--- src/rtl/pwm_measure.sv ---
// PWM period and high-time meter: 2-flop synchronizer, optional glitch filter
// (enabled by defining PWM_MEASURE_FILTER_EN), edge detector, IDLE/HIGH/LOW FSM and no-edge timeout.
module pwm_measure #(
  parameter int unsigned TIMEOUT    = 1000000,
  parameter int unsigned FILTER_LEN = 4
) (
  input  logic        clk,
  input  logic        rst,
  input  logic        enable,
  input  logic        pwm_in,
  output logic [31:0] period,
  output logic [31:0] high_time,
  output logic        valid,
  output logic        timeout,
  output logic        level
);

  typedef enum logic [1:0] {
    IDLE = 2'd0,
    HIGH = 2'd1,
    LOW  = 2'd2
  } state_t;

  localparam logic [31:0] IDLE_LAST = 32'(TIMEOUT - 1);

  if (TIMEOUT < 2 || FILTER_LEN < 1 || FILTER_LEN > 255) begin : g_param_check
    $error("pwm_measure: TIMEOUT must be >= 2 and FILTER_LEN must be 1..255");
  end

  function automatic logic [31:0] sat_inc(input logic [31:0] v);
    return (v == '1) ? v : v + 32'd1;
  endfunction

  // ---------------------------------------------------------------------------
  // Input conditioning
  // ---------------------------------------------------------------------------
  logic sync_q1;
  logic sync_q2;

  // NOTE: clocked state always uses non-blocking (<=) so every flop samples
  // the pre-edge value of its neighbour; blocking here would collapse the
  // two synchronizer stages into one.
  always_ff @(posedge clk or posedge rst) begin
    if (rst) begin
      sync_q1 <= 1'b0;
      sync_q2 <= 1'b0;
    end else begin
      sync_q1 <= pwm_in;
      sync_q2 <= sync_q1;
    end
  end

  logic level_q;

`ifdef PWM_MEASURE_FILTER_EN
  localparam logic [7:0] FILT_LAST = 8'(FILTER_LEN - 1);

  logic [7:0] filt_cnt;

  // level only follows the synchronizer after FILTER_LEN differing samples in a row
  always_ff @(posedge clk or posedge rst) begin
    if (rst) begin
      level_q  <= 1'b0;
      filt_cnt <= '0;
    end else if (sync_q2 == level_q) begin
      filt_cnt <= '0;
    end else if (filt_cnt == FILT_LAST) begin
      level_q  <= sync_q2;
      filt_cnt <= '0;
    end else begin
      filt_cnt <= filt_cnt + 8'd1;
    end
  end
`else
  assign level_q = sync_q2;
`endif

  assign level = level_q;

  logic level_d1;
  logic rise;
  logic fall;
  logic any_edge;

  always_ff @(posedge clk or posedge rst) begin
    if (rst) level_d1 <= 1'b0;
    else     level_d1 <= level_q;
  end

  assign rise     = level_q & ~level_d1;
  assign fall     = ~level_q & level_d1;
  assign any_edge = rise | fall;

  // ---------------------------------------------------------------------------
  // Measurement FSM
  // ---------------------------------------------------------------------------
  state_t      state;
  state_t      next_state;
  logic [31:0] period_cnt;
  logic [31:0] high_cnt;
  logic [31:0] idle_cnt;

  logic timeout_hit;
  logic cnt_start;
  logic inc_period;
  logic inc_high;
  logic load_meas;

  always_ff @(posedge clk or posedge rst) begin
    if (rst) state <= IDLE;
    else     state <= next_state;
  end

  // NOTE: every always_comb output gets a default before any branch, so no
  // path leaves it unassigned and no latch is inferred.
  always_comb begin
    next_state = state;
    if (!enable || timeout_hit) begin
      next_state = IDLE;
    end else begin
      case (state)
        IDLE:    if (rise) next_state = HIGH;
        HIGH:    if (fall) next_state = LOW;
        LOW:     if (rise) next_state = HIGH;
        default: next_state = IDLE;
      endcase
    end
  end

  // A pending edge always beats the timeout, and a block already timed out
  // stays quiet until a full period is measured again.
  always_comb begin
    timeout_hit = enable && !any_edge && !timeout && (idle_cnt == IDLE_LAST);
    cnt_start   = 1'b0;
    inc_period  = 1'b0;
    inc_high    = 1'b0;
    load_meas   = 1'b0;
    if (enable && !timeout_hit) begin
      case (state)
        IDLE: cnt_start = rise;
        HIGH: begin
          inc_period = 1'b1;
          inc_high   = !fall;
        end
        LOW: begin
          if (rise) begin
            load_meas = 1'b1;
            cnt_start = 1'b1;
          end else begin
            inc_period = 1'b1;
          end
        end
        default: ;
      endcase
    end
  end

  // ---------------------------------------------------------------------------
  // Counters and result registers
  // ---------------------------------------------------------------------------
  always_ff @(posedge clk or posedge rst) begin
    if (rst) begin
      period_cnt <= '0;
      high_cnt   <= '0;
    end else if (!enable || timeout_hit) begin
      period_cnt <= '0;
      high_cnt   <= '0;
    end else if (cnt_start) begin
      period_cnt <= 32'd1;
      high_cnt   <= 32'd1;
    end else begin
      if (inc_period) period_cnt <= sat_inc(period_cnt);
      if (inc_high)   high_cnt   <= sat_inc(high_cnt);
    end
  end

  always_ff @(posedge clk or posedge rst) begin
    if (rst) begin
      idle_cnt <= '0;
    end else if (!enable || any_edge) begin
      idle_cnt <= '0;
    end else begin
      idle_cnt <= sat_inc(idle_cnt);
    end
  end

  always_ff @(posedge clk or posedge rst) begin
    if (rst) begin
      period    <= '0;
      high_time <= '0;
      valid     <= 1'b0;
      timeout   <= 1'b0;
    end else begin
      valid <= load_meas | timeout_hit;
      if (load_meas) begin
        period    <= period_cnt;
        high_time <= high_cnt;
        timeout   <= 1'b0;
      end else if (timeout_hit) begin
        period    <= '0;
        high_time <= '0;
        timeout   <= 1'b1;
      end
    end
  end

endmodule

--- config.mk ---
export PLATFORM = sky130hd
export DESIGN_NAME = pwm_measure
export DESIGN_NICKNAME = d
export VERILOG_FILES = /design/src/rtl/pwm_measure.sv
export SDC_FILE = /design/constraint.sdc
export NUM_CORES = 1
export LEC_CHECK = 0
export ABC_CLOCK_PERIOD_IN_PS = 7400
export BUFFER_PORTS_ARGS = -buffer_cell sky130_fd_sc_hd__buf_2
export CORE_ASPECT_RATIO = 1.75
export CORE_UTILIZATION = 64
export CTS_CLUSTER_DIAMETER = 200
export DETAILED_ROUTE_END_ITERATION = 10
export PLACE_DENSITY_LB_ADDON = 0.15
export SETUP_SLACK_MARGIN = 0.2
export SLEW_MARGIN = 5
export SYNTH_ARGS = -nofsm -noshare
export SYNTH_HDL_FRONTEND = slang
export SYNTH_SLANG_ARGS = --single-unit
--- constraint.sdc ---
create_clock -name clk -period 7.4 [get_ports clk]
set_input_delay 0.37 -clock clk [delete_from_list [all_inputs] [get_ports clk]]
set_output_delay 0.37 -clock clk [all_outputs]
set_load 0.05 [all_outputs]
# After elaboration in Yosys (flattened, before gate mapping)
# Cells that the tools add are included.
[word_totals]
ff_bits = 167
output_inout_bits = 67
wordCells = 79
[op_classes]
n_addsub = 3
eq_ne = 11
mux = 29
n_bitwise = 6
reduce_logical = 19
[ops]
columns = ["op", "n"]
rows = [
  ["$mux W32", 13],
  ["$add A32 B1 Y32 const B", 3],
  ["$eq A32 B32 Y1 const B", 3],
  ["$eq A32 B20 Y1 const B", 1],
  ["$mux W1", 10],
  ["$ne A3 B3 Y1 const B", 3],
  ["$mux W2", 3],
  ["$reduce_and A2 Y1", 3],
  ["$reduce_bool A3 Y1", 2],
  ["$logic_not A1 Y1", 5],
  ["$logic_and A1 B1 Y1", 4],
  ["$pmux W1 S2", 2],
  ["$pmux W2 S2", 1],
  ["$ne A3 B1 Y1 const B", 1],
  ["$and A1 B1 Y1", 2],
  ["$eq A2 B1 Y1 const B", 1],
  ["$eq A2 B2 Y1 const B", 1],
  ["$logic_not A2 Y1", 1],
  ["$logic_or A1 B1 Y1", 2],
  ["$ne A2 B2 Y1 const B", 1],
  ["$not A1 Y1", 2],
  ["$or A1 B1 Y1", 2],
  ["$reduce_bool A2 Y1", 1],
  ["$reduce_or A2 Y1", 1],
]

# Depth between registers and ports, before layout
# Gate-level depths: netlist of run 1.
[depth]
depth_word = 13
ltp_mapped = 10

# Least setup slack after synthesis of run 1
# No wires, ideal clock.
[synth_timing]
path_type = "reg2reg"
start = "register sync_q2 (netlist: level)"
end = "register period[18]"
arrival_time_ns = 2.642
slack_ns = 4.637
path_stages_with_launch = 10
path_buffers = 2
synth_period_minus_slack_ns = 2.763
cell_sequence = "dfrtp_1 -> inv_1 -> ha_1 -> and2_0 -> nand4_1 -> or4_1 -> nor2b_1 -> clkbuf_1 -> buf_1 -> a22o_1"
[synth_via]
elab_chain_len = 11
elab_cells_between_ends = 15
cone_classes = "4 x mux; 4 x bitwise; 7 x reduce/logical"
[synth_rtl]
columns = ["item", "line_no", "text"]
rows = [
  ["start, declared", "38", "logic sync_q2;"],
  ["start signal, assigned", "49", "sync_q2 <= sync_q1;"],
  ["$not A1 Y1", "91", "assign fall = ~level_q & level_d1;"],
  ["$and A1 B1 Y1", "91", ""],
  ["$or A1 B1 Y1", "92", "assign any_edge = rise | fall;"],
  ["$logic_not A1 Y1", "133", "timeout_hit = enable && !any_edge && !timeout && (idle_cnt == IDLE_LAST);"],
  ["$logic_and A1 B1 Y1 (3 in series)", "133", ""],
  ["$logic_not A1 Y1", "138", "if (enable && !timeout_hit) begin"],
  ["$logic_and A1 B1 Y1", "138", ""],
  ["$mux W1", "138", ""],
  ["$mux W32 / $reduce_bool A2 Y1 (equally long branches)", "--", ""],
  ["end signal, assigned", "196", "period <= period_cnt;"],
  ["end, declared", "11", "output logic [31:0] period,"],
]
# Several ways; a longest one is shown, not always the timed one.
# A chain may end at the register's enable or synchronous reset.

# Worst setup path after layout of run 1
[layout_timing]
start = "register sync_q2 (netlist: level)"
end = "register high_time[18]"
[layout_via]
elab_chain_len = 11
elab_cells_between_ends = 15
cone_classes = "4 x mux; 4 x bitwise; 7 x reduce/logical"
[layout_rtl]
columns = ["item", "line_no", "text"]
rows = [
  ["$not A1 Y1", "91", ""],
  ["$and A1 B1 Y1", "91", ""],
  ["$or A1 B1 Y1", "92", ""],
  ["$logic_not A1 Y1", "133", ""],
  ["$logic_and A1 B1 Y1 (3 in series)", "133", ""],
  ["$logic_not A1 Y1", "138", ""],
  ["$logic_and A1 B1 Y1", "138", ""],
  ["$mux W1", "138", ""],
  ["$mux W32 / $reduce_bool A2 Y1 (equally long branches)", "--", ""],
  ["end signal, assigned", "197", "high_time <= high_cnt;"],
  ["end, declared", "12", "output logic [31:0] high_time,"],
]
# Several ways; a longest one is shown, not always the timed one.

==> results of run 1 <==
[area by class of cell]
class	count	area, um^2
Multi-Input combinational cell	561	3590
Fill cell	871	3050
Tap cell	165	206
Inverter	16	65.1
Timing Repair Buffer	76	395
Clock inverter	14	160
Clock buffer	18	429
Sequential cell	167	4180
[power by group through the flow]
stage | combinational [mW] | clock, mW | sequential (mW)
2_1_floorplan | 0.0421 | 0 | 0.945
3_3_place_gp | 0.0608 | 0 | 0.940
3_5_place_dp | 0.0637 | 0 | 0.941
4_1_cts | 0.0644 | 0.894 | 0.923
5_1_grt | 0.0716 | 0.930 | 0.924
6_report | 0.0630 | 0.887 | 0.924
[critical path, cell delays in order, from the launching register on]
cell and delay, ns:
dfrtp_1 0.39, inv_1 0.06, ha_1 0.29, and2_0 0.30
nand4_1 0.12, or4_1 0.63, and2_2 0.60, a22o_1 0.41
[layer usage]
metal  vias up  share of wire  GRT usage
met2       254           0.54      0.554
li1       3080              -          -
met3        58          0.046     0.0596
met4         0          0.025      0.149
met5         -              0          0
met1      3376           0.39      0.374
[sequential cells by signal, summed over array words and instances (netlist names), 2 cells and up]
signal      count
period         32
idle_cnt       32
high_time      32
period_cnt     32
state           2
high_cnt       32
[per-stage QoR]
| step | std cells | instance area, um^2 | hold WS (ns) | util |
|---|---|---|---|---|
| 6_report | 1017 | 9020 | 0.0649 | 0.748 |
| 4_1_cts | 1017 | 9020 | 0.0525 | 0.748 |
| 3_3_place_gp | 985 | 8430 | 0.335 | 0.699 |
| 2_1_floorplan | 788 | 7990 | 0.331 | - |
| 3_5_place_dp | 985 | 8430 | 0.342 | 0.699 |
| 5_1_grt | 1017 | 9020 | 0.0536 | 0.748 |
[synth_stat cells, types with 17 or more instances]
| library cell | instances |
|---|---|
| a22o_1 | 64 |
| or3_1 | 33 |
| a21oi_1 | 61 |
| xnor2_1 | 21 |
| o31ai_1 | 20 |
| and4_1 | 18 |
| clkbuf_1 | 31 |
| and3_1 | 17 |
| nor2_1 | 52 |
| nand2_1 | 44 |
| nand3_1 | 39 |
| or4_1 | 21 |
| o21ai_0 | 35 |
| dfrtp_1 | 167 |
| nand4_1 | 28 |
[kinds of logic after synthesis]
group                      after synthesis
AOI/OAI and AO/OA                      210
xor gates and xnor gates                31
adders and majority gates                8
buffers and inverters                   60
DFF                                    167
muxes                                    3
and+or+nand+nor                        309
[worst max path at each step]
| stage | to | cells past startpoint |
|---|---|---|
| finish | high_time[18] | 7 |
| global route | high_cnt[29] | 7 |
| CTS | high_time[18] | 7 |
| detailed placement | high_time[18] | 7 |
| global placement | high_cnt[2] | 8 |
| floorplan | high_cnt[0] | 1 |
==> flow_summary.json, run 1 <==
{
  "status": "completed",
  "clk_path_buf_depth": 2,
  "core_mm2": 0.0121,
  "finalSetupTns_ns": 0,
  "swShare": 0.234,
  "clkLatencyLatePin_ns": 0.43,
  "ctsResizeCount": 0,
  "hp-class": "in -> reg",
  "io_pins": 71,
  "ys_async_sr_fraction": 1.00,
  "pre_cts_slack_ns": 4.45,
  "maxCapViolCount": 0,
  "yosys_warnings": 0,
  "worst-r2r-setup-slack_ns": 4.43,
  "fin_skew_ns": 0.0100,
  "yosys-top-cells-area": "dfrtp_1 52%, a22o_1 7.0%, a21oi_1 3.8%, or3_1 2.6%, nand3_1 2.4%",
  "setup_viol": 0,
  "r2r-end": "high_time[18]",
  "finalCritPeriodShare": 0.401,
  "drive_gt1_frac": 0.146,
  "cts_made_buffers": 17,
  "finalWirelength_mm": 19.2,
  "vias_per_cell": 6.65,
  "slew_headroom": 0.168,
  "grt_setup_unrepaired": "false",
  "cp.arrival_ns": 3.28,
  "seqPwrFrac": 0.493,
  "comb_power_share": 0.034,
  "cts_setup_buffers": 0,
  "die_w_um": 86.5,
  "cts_hold_buf": 0,
  "synth_xor_area_frac": 0.0340,
  "drcViolationCount": 0,
  "cts_tree": "yes",
  "cp.required_ns": 7.71,
  "ir_worst_vdd_mv": 0.173,
  "synth_fp_nets": 800,
  "die_y_um": 150,
  "synth_top_family_by_area": "simple AND/OR/NAND/NOR gates",
  "final_common_cell": "dfrtp_1",
  "muxShareOfSynthArea": 0.00376,
  "track_usage": 0.317,
  "grt_overflow": 0,
  "holdCritStartpoint": "pwm_in",
  "drtIter0Drc": 531,
  "yosys.area_share.simple": 0.217,
  "intPower_mw": 1.44,
  "dr.pass1.iters": 5,
  "crit_fanout": 65,
  "rows": 53,
  "vias": 6768,
  "r2r-start": "level",
  "startpoint_type": "flop",
  "synth-seq-cells": 167,
  "start_util": 0.662,
  "synth_fa_ha_area_frac": 0.0125,
  "switching_power_mw": 0.438,
  "nets": 851,
  "reg2reg_depth": 7,
  "totalPowerFinal_mw": 1.87,
  "critPathLaunch": "level",
  "worst_setup_hold_path_clk_slew_ns": 0.07,
  "cts-root-buf": "clkbuf_16",
  "worst_pin_slew_ns": 1.25,
  "synth_cell_type_count": 51,
  "synth_compound_area_frac": 0.180,
  "synth_top_area_share": 0.523,
  "ys_seq_area_frac": 0.523,
  "synth_area_mm2": 0.00799,
  "synth-edff-count": 0,
  "ys.flop_type": "dfrtp_1",
  "power.leakage_nw": 3.91,
  "hold_depth": 1,
  "period_minus_slack_ns": 2.97,
  "wire_per_inst_um": 18.9,
  "grt_pass1_vias": 6887,
  "pwr-share-clk": 0.473,
  "powerDensity_mw_per_mm2": 208,
  "antenna_found_initial": 0,
  "grt_max_degree": 88,
  "die_area_mm2": 0.0129,
  "worstSetupEndpointType": "flop",
  "htree_levels": 4,
  "clock-sinks": 167,
  "fmax_ghz": 0.337,
  "dp_hpwl_mm": 12.6,
  "holdPathEnd": "sync_q1",
  "setup_slack_ns": 4.43,
  "final_cell_mix": "167 x dfrtp_1, 70 x buf_2, 64 x a22o_1",
  "io_buffer_count": 70,
  "detail-route-antenna-nets": 0,
  "slew_viol_final": 0,
  "place.gp.congestion": 0.960,
  "yosysTopAreaCell": "dfrtp_1",
  "syn2layout_area_growth_pct": 13.0,
  "hold_viol": 0,
  "antenna_cells": 0,
  "netlist_instances": 788,
  "path_class": "reg -> reg",
  "grt_pass1_wl_mm": 32.4,
  "avgSynthCellArea_um2": 10.1
}
No activity file was read; power rests on OpenSTA's default activity.
==> run 2, diff against run 1 <==
--- a/config.mk
+++ b/config.mk
@@ -5,10 +5,10 @@
 export SDC_FILE = /design/constraint.sdc
 export NUM_CORES = 1
 export LEC_CHECK = 0
-export ABC_CLOCK_PERIOD_IN_PS = 7400
+export ABC_CLOCK_PERIOD_IN_PS = 2990
 export BUFFER_PORTS_ARGS = -buffer_cell sky130_fd_sc_hd__buf_2
 export CORE_ASPECT_RATIO = 1.75
-export CORE_UTILIZATION = 64
+export CORE_UTILIZATION = 60
 export CTS_CLUSTER_DIAMETER = 200
 export DETAILED_ROUTE_END_ITERATION = 10
 export PLACE_DENSITY_LB_ADDON = 0.15
==> constraint.sdc (replaced) <==
create_clock -name clk -period 2.99 [get_ports clk]
set_input_delay 0.1495 -clock clk [delete_from_list [all_inputs] [get_ports clk]]
set_output_delay 0.1495 -clock clk [all_outputs]
set_load 0.05 [all_outputs]
==> flow_summary.json, run 2 (synthesized netlist as in run 1, its figures left out) <==
{
  "grt_max_degree": 168,
  "worst_setup_hold_path_clk_slew_ns": 0.06,
  "clock-sinks": 167,
  "status": "finished with violations",
  "startpoint_type": "flop",
  "clk_path_buf_depth": 2,
  "start_util": 0.617,
  "fin_util": 0.712,
  "cts_setup_buffers": 0,
  "syn2layout_area_growth_pct": 15.3,
  "core_mm2": 0.0129,
  "worst_pin_slew_ns": 1.12,
  "track_usage": 0.300,
  "maxCapViolCount": 0,
  "power.leakage_nw": 4.00,
  "place.gp.congestion": 0.955,
  "period_minus_slack_ns": 2.63,
  "rows": 55,
  "hold_ws_ns": -0.0810,
  "worstSetupEndpointType": "flop",
  "path_class": "reg -> reg",
  "grt_setup_unrepaired": "false",
  "cp.arrival_ns": 2.94,
  "drcViolationCount": 0,
  "fmax_ghz": 0.380,
  "worst-r2r-setup-slack_ns": 0.36,
  "final_common_cell": "dfrtp_1",
  "finalCritPeriodShare": 0.880,
  "die_area_mm2": 0.0138,
  "dr.pass1.iters": 4,
  "die_w_um": 89.2,
  "cts-root-buf": "clkbuf_16",
  "nets": 862,
  "powerDensity_mw_per_mm2": 519,
  "slew_viol_final": 0,
  "hp-class": "in -> async",
  "r2r-start": "level",
  "violations": "negative hold slack",
  "hold_viol": 40,
  "io_buffer_count": 70,
  "pre_cts_slack_ns": 0.266,
  "setup_slack_ns": 0.359,
  "setup_viol": 0,
  "detail-route-antenna-nets": 0,
  "finalWirelength_mm": 19.2,
  "cp.required_ns": 3.29,
  "reg2reg_depth": 8,
  "antenna_cells": 0,
  "antenna_found_initial": 0,
  "crit_fanout": 36,
  "clkLatencyLatePin_ns": 0.43,
  "finalSetupTns_ns": 0,
  "cts_made_buffers": 17,
  "vias": 6743,
  "vias_per_cell": 6.52,
  "cts_tree": "yes",
  "ir_worst_vdd_mv": 0.353,
  "drive_gt1_frac": 0.156,
  "dp_hpwl_mm": 12.7,
  "io_pins": 71,
  "htree_levels": 4,
  "fin_skew_ns": 0.0104,
  "die_y_um": 155,
  "grt_overflow": 0,
  "totalPowerFinal_mw": 4.78,
  "drtIter0Drc": 395,
  "grt_pass1_vias": 6953,
  "grt_pass1_wl_mm": 32.5,
  "wire_per_inst_um": 18.5,
  "n_fill_cell": 1007,
  "slew_headroom": 0.251,
  "final_cell_mix": "167 x dfrtp_1, 70 x buf_2, 64 x a22o_1",
  "r2r-end": "period[1]"
}
-- run 2: changes by cell type in the layout (fill, tap and decap cells not counted), sizes merged --
cell and change:
inv -4, clkbuf +2, buf +10, clkinvlp +1, bufinv +1, dlygate4sd3 +1
-- run 2: area by class of cell --
class	instances	area (um^2)	share of cell area
timing repair buffer	87	531	0.0576
clock buffer	20	467	0.0507
clock inverter	12	164	0.0178
multi-input combinational	561	3590	0.390
sequential	167	4180	0.454
inverter	16	63.8	0.00693
tap	171	214	0.0232
-- run 2: worst max-delay path, stage by stage, from the launching register on --
cell     delay [ns]
dfrtp_1        0.41
inv_1          0.06
ha_1           0.29
and2_0         0.26
nand4_1        0.11
or4_1          0.59
and2_4         0.28
buf_12         0.21
a22o_1         0.27
-- run 2: how the worst max path moves through the flow --
stage,startpoint,endpoint,cells past startpoint
2_1_floorplan,level,period[18],9
3_3_place_gp,level,period[26],8
3_5_place_dp,level,period[8],8
4_1_cts,level,period[1],8
5_1_grt,level,period[1],8
6_report,level,period[1],8
-- run 2: where the power goes --
group | total (mW) | leakage [nW] | switching (mW) | internal (mW)
Clock | 2.33 | 0.308 | 0.932 | 1.40
Combinational | 0.167 | 1.37 | 0.128 | 0.0387
Sequential | 2.29 | 2.32 | 0.0146 | 2.27
Total | 4.78 | 4.00 | 1.07 | 3.71
-- run 2: stage by stage --
stage                     std cells  instance area, um^2
after floorplan                 788                 7990
after global placement         1001                 8560
after detailed placement       1001                 8560
after CTS                      1034                 9210
after global routing           1034                 9210
final                          1034                 9210
-- run 2: timing repair --
item | in CTS | in global routing
hold endpoints to repair | 1 | 0
hold buffers | 1 | 0
setup endpoints to repair | 0 | 36
gates resized for setup | 0 | 1
-- run 2: per-layer routing --
layer / track usage / wire length (um)
met2: 0.522 / 10300
met3: 0.0672 / 835
met5: 0 / 0
met1: 0.348 / 7430
met4: 0.128 / 546
==> run 3, diff against run 2 <==
--- a/config.mk
+++ b/config.mk
@@ -7,7 +7,7 @@
 export LEC_CHECK = 0
 export ABC_CLOCK_PERIOD_IN_PS = 2990
 export BUFFER_PORTS_ARGS = -buffer_cell sky130_fd_sc_hd__buf_2
-export CORE_ASPECT_RATIO = 1.75
+export CORE_ASPECT_RATIO = 1.1
 export CORE_UTILIZATION = 60
 export CTS_CLUSTER_DIAMETER = 200
 export DETAILED_ROUTE_END_ITERATION = 10
==> flow_summary.json, run 3 (synthesized netlist as in run 1, its figures left out) <==
{
  "path_delay_family": "simple AND/OR/NAND/NOR gates",
  "htree_levels": 4,
  "clk_path_buf_depth": 2,
  "worst_pin_slew_ns": 0.948,
  "worst_setup_hold_path_clk_slew_ns": 0.06,
  "rows": 43,
  "grt_pass1_wl_mm": 30.8,
  "period_minus_slack_ns": 2.56,
  "maxCapViolCount": 0,
  "grt_setup_unrepaired": "false",
  "worstSetupEndpointType": "flop",
  "grt_pass1_vias": 6481,
  "wire_per_inst_um": 17.8,
  "cp.required_ns": 3.30,
  "hold_viol": 0,
  "place.gp.congestion": 0.916,
  "cp_cell_sequence": "inv_1 -> ha_1 -> and2_1 -> nand4_1 -> or4_4 -> and2_2 -> buf_4 -> a22o_1",
  "stdcell_area_mm2": 0.00920,
  "die_w_um": 112,
  "setup_viol": 0,
  "cts-root-buf": "clkbuf_16",
  "vias": 6591,
  "finalCritPeriodShare": 0.855,
  "drtIter0Drc": 496,
  "slew_headroom": 0.367,
  "grt_max_degree": 60,
  "n_fill_cell": 926,
  "powerDensity_mw_per_mm2": 518,
  "final_common_cell": "dfrtp_1",
  "crit_fanout": 39,
  "dp.cells": 987,
  "dr.pass1.iters": 8,
  "finalSetupTns_ns": 0,
  "path_class": "reg -> reg",
  "die_area_mm2": 0.0138,
  "cp.arrival_ns": 2.87,
  "nets": 863,
  "place_area_mm2": 0.00854,
  "vias_per_cell": 6.45,
  "clkLatencyLatePin_ns": 0.43,
  "worst-r2r-setup-slack_ns": 0.43,
  "io_pins": 71,
  "fin_skew_ns": 0.0112,
  "slew_viol_final": 0,
  "pre_cts_slack_ns": 0.308,
  "status": "finished with violations",
  "die_y_um": 123,
  "power.leakage_nw": 4.00,
  "setup_slack_ns": 0.433,
  "syn2layout_area_growth_pct": 15.2,
  "grt_overflow": 0,
  "ir_worst_vdd_mv": 0.340,
  "start_util": 0.624,
  "hp-class": "in -> reg",
  "cts_tree": "yes",
  "final_cell_mix": "167 x dfrtp_1, 70 x buf_2, 64 x a22o_1",
  "crit_slowest_cell": "or4_4",
  "cts_made_buffers": 17,
  "fmax_ghz": 0.391,
  "core_mm2": 0.0128,
  "fin_util": 0.719,
  "slowest_delay_ns": 0.59,
  "violations": "design-rule violations",
  "dp_hpwl_mm": 12.4,
  "antenna_found_initial": 1,
  "clock-sinks": 167,
  "track_usage": 0.279,
  "critPathBufInv": 2,
  "instances_no_fill": 1022,
  "finalWirelength_mm": 18.2,
  "io_buffer_count": 70,
  "drcViolationCount": 10,
  "startpoint_type": "flop",
  "detail-route-antenna-nets": 0,
  "drive_gt1_frac": 0.160
}
-- run 3: what timing repair did --
action	CTS	global route
endpoints found under the hold margin	31	0
endpoints found under the setup margin	0	39
buffers inserted	0	0
hold buffers	2	0
resized for setup	0	3
-- run 3: path summary, 6_finish.rpt --
kind                       startpoint             to  cells past startpoint
min                            enable  period_cnt[0]                      3
max                             level  high_time[17]                      8
min in group asynchronous         rst  high_time[18]                      3
max in group asynchronous         rst    high_cnt[3]                      4
max reg2reg                     level  high_time[17]                      8
min reg2reg                   sync_q1          level                      0
-- run 3: through the flow --
step / power [mW] / hold WS [ns]
floorplan: 2.44 / 0.181
global placement: 2.49 / 0.260
detailed placement: 2.50 / 0.259
CTS: 4.79 / 0.0825
global route: 4.92 / 0.0944
finish: 4.77 / 0.0871
-- run 3: area by class of cell --
cell class	count	area (um^2)	area share
clock buffers	22	494	0.0537
clock inverters	10	141	0.0154
repair buffers	88	528	0.0574
inverters	16	63.8	0.00693
multi-input cells	561	3600	0.391
diodes	1	2.50	0.000272
flip-flops and latches	167	4180	0.454
well taps	157	196	0.0213
-- run 3: metal layers --
metal / vias to the layer above / GRT usage / routed length, um
met5: - / 0 / 0
met4: 0 / 0.121 / 424
met3: 37 / 0.0588 / 889
met2: 185 / 0.453 / 8830
met1: 3263 / 0.367 / 8070
li1: 3106 / - / -
-- run 3: worst register-to-register path: stages, from the launching register on --
cell	delay, ns
dfrtp_1	0.38
inv_1	0.06
ha_1	0.28
and2_1	0.23
nand4_1	0.12
or4_4	0.59
and2_2	0.20
buf_4	0.27
a22o_1	0.31
-- run 3: power by group --
| group | total (mW) | internal, mW | switching (mW) | leakage [nW] |
|---|---|---|---|---|
| Combinational | 0.168 | 0.0403 | 0.127 | 1.37 |
| Sequential | 2.29 | 2.27 | 0.0148 | 2.32 |
| Clock | 2.31 | 1.43 | 0.886 | 0.309 |
| Total | 4.77 | 3.74 | 1.03 | 4.00 |
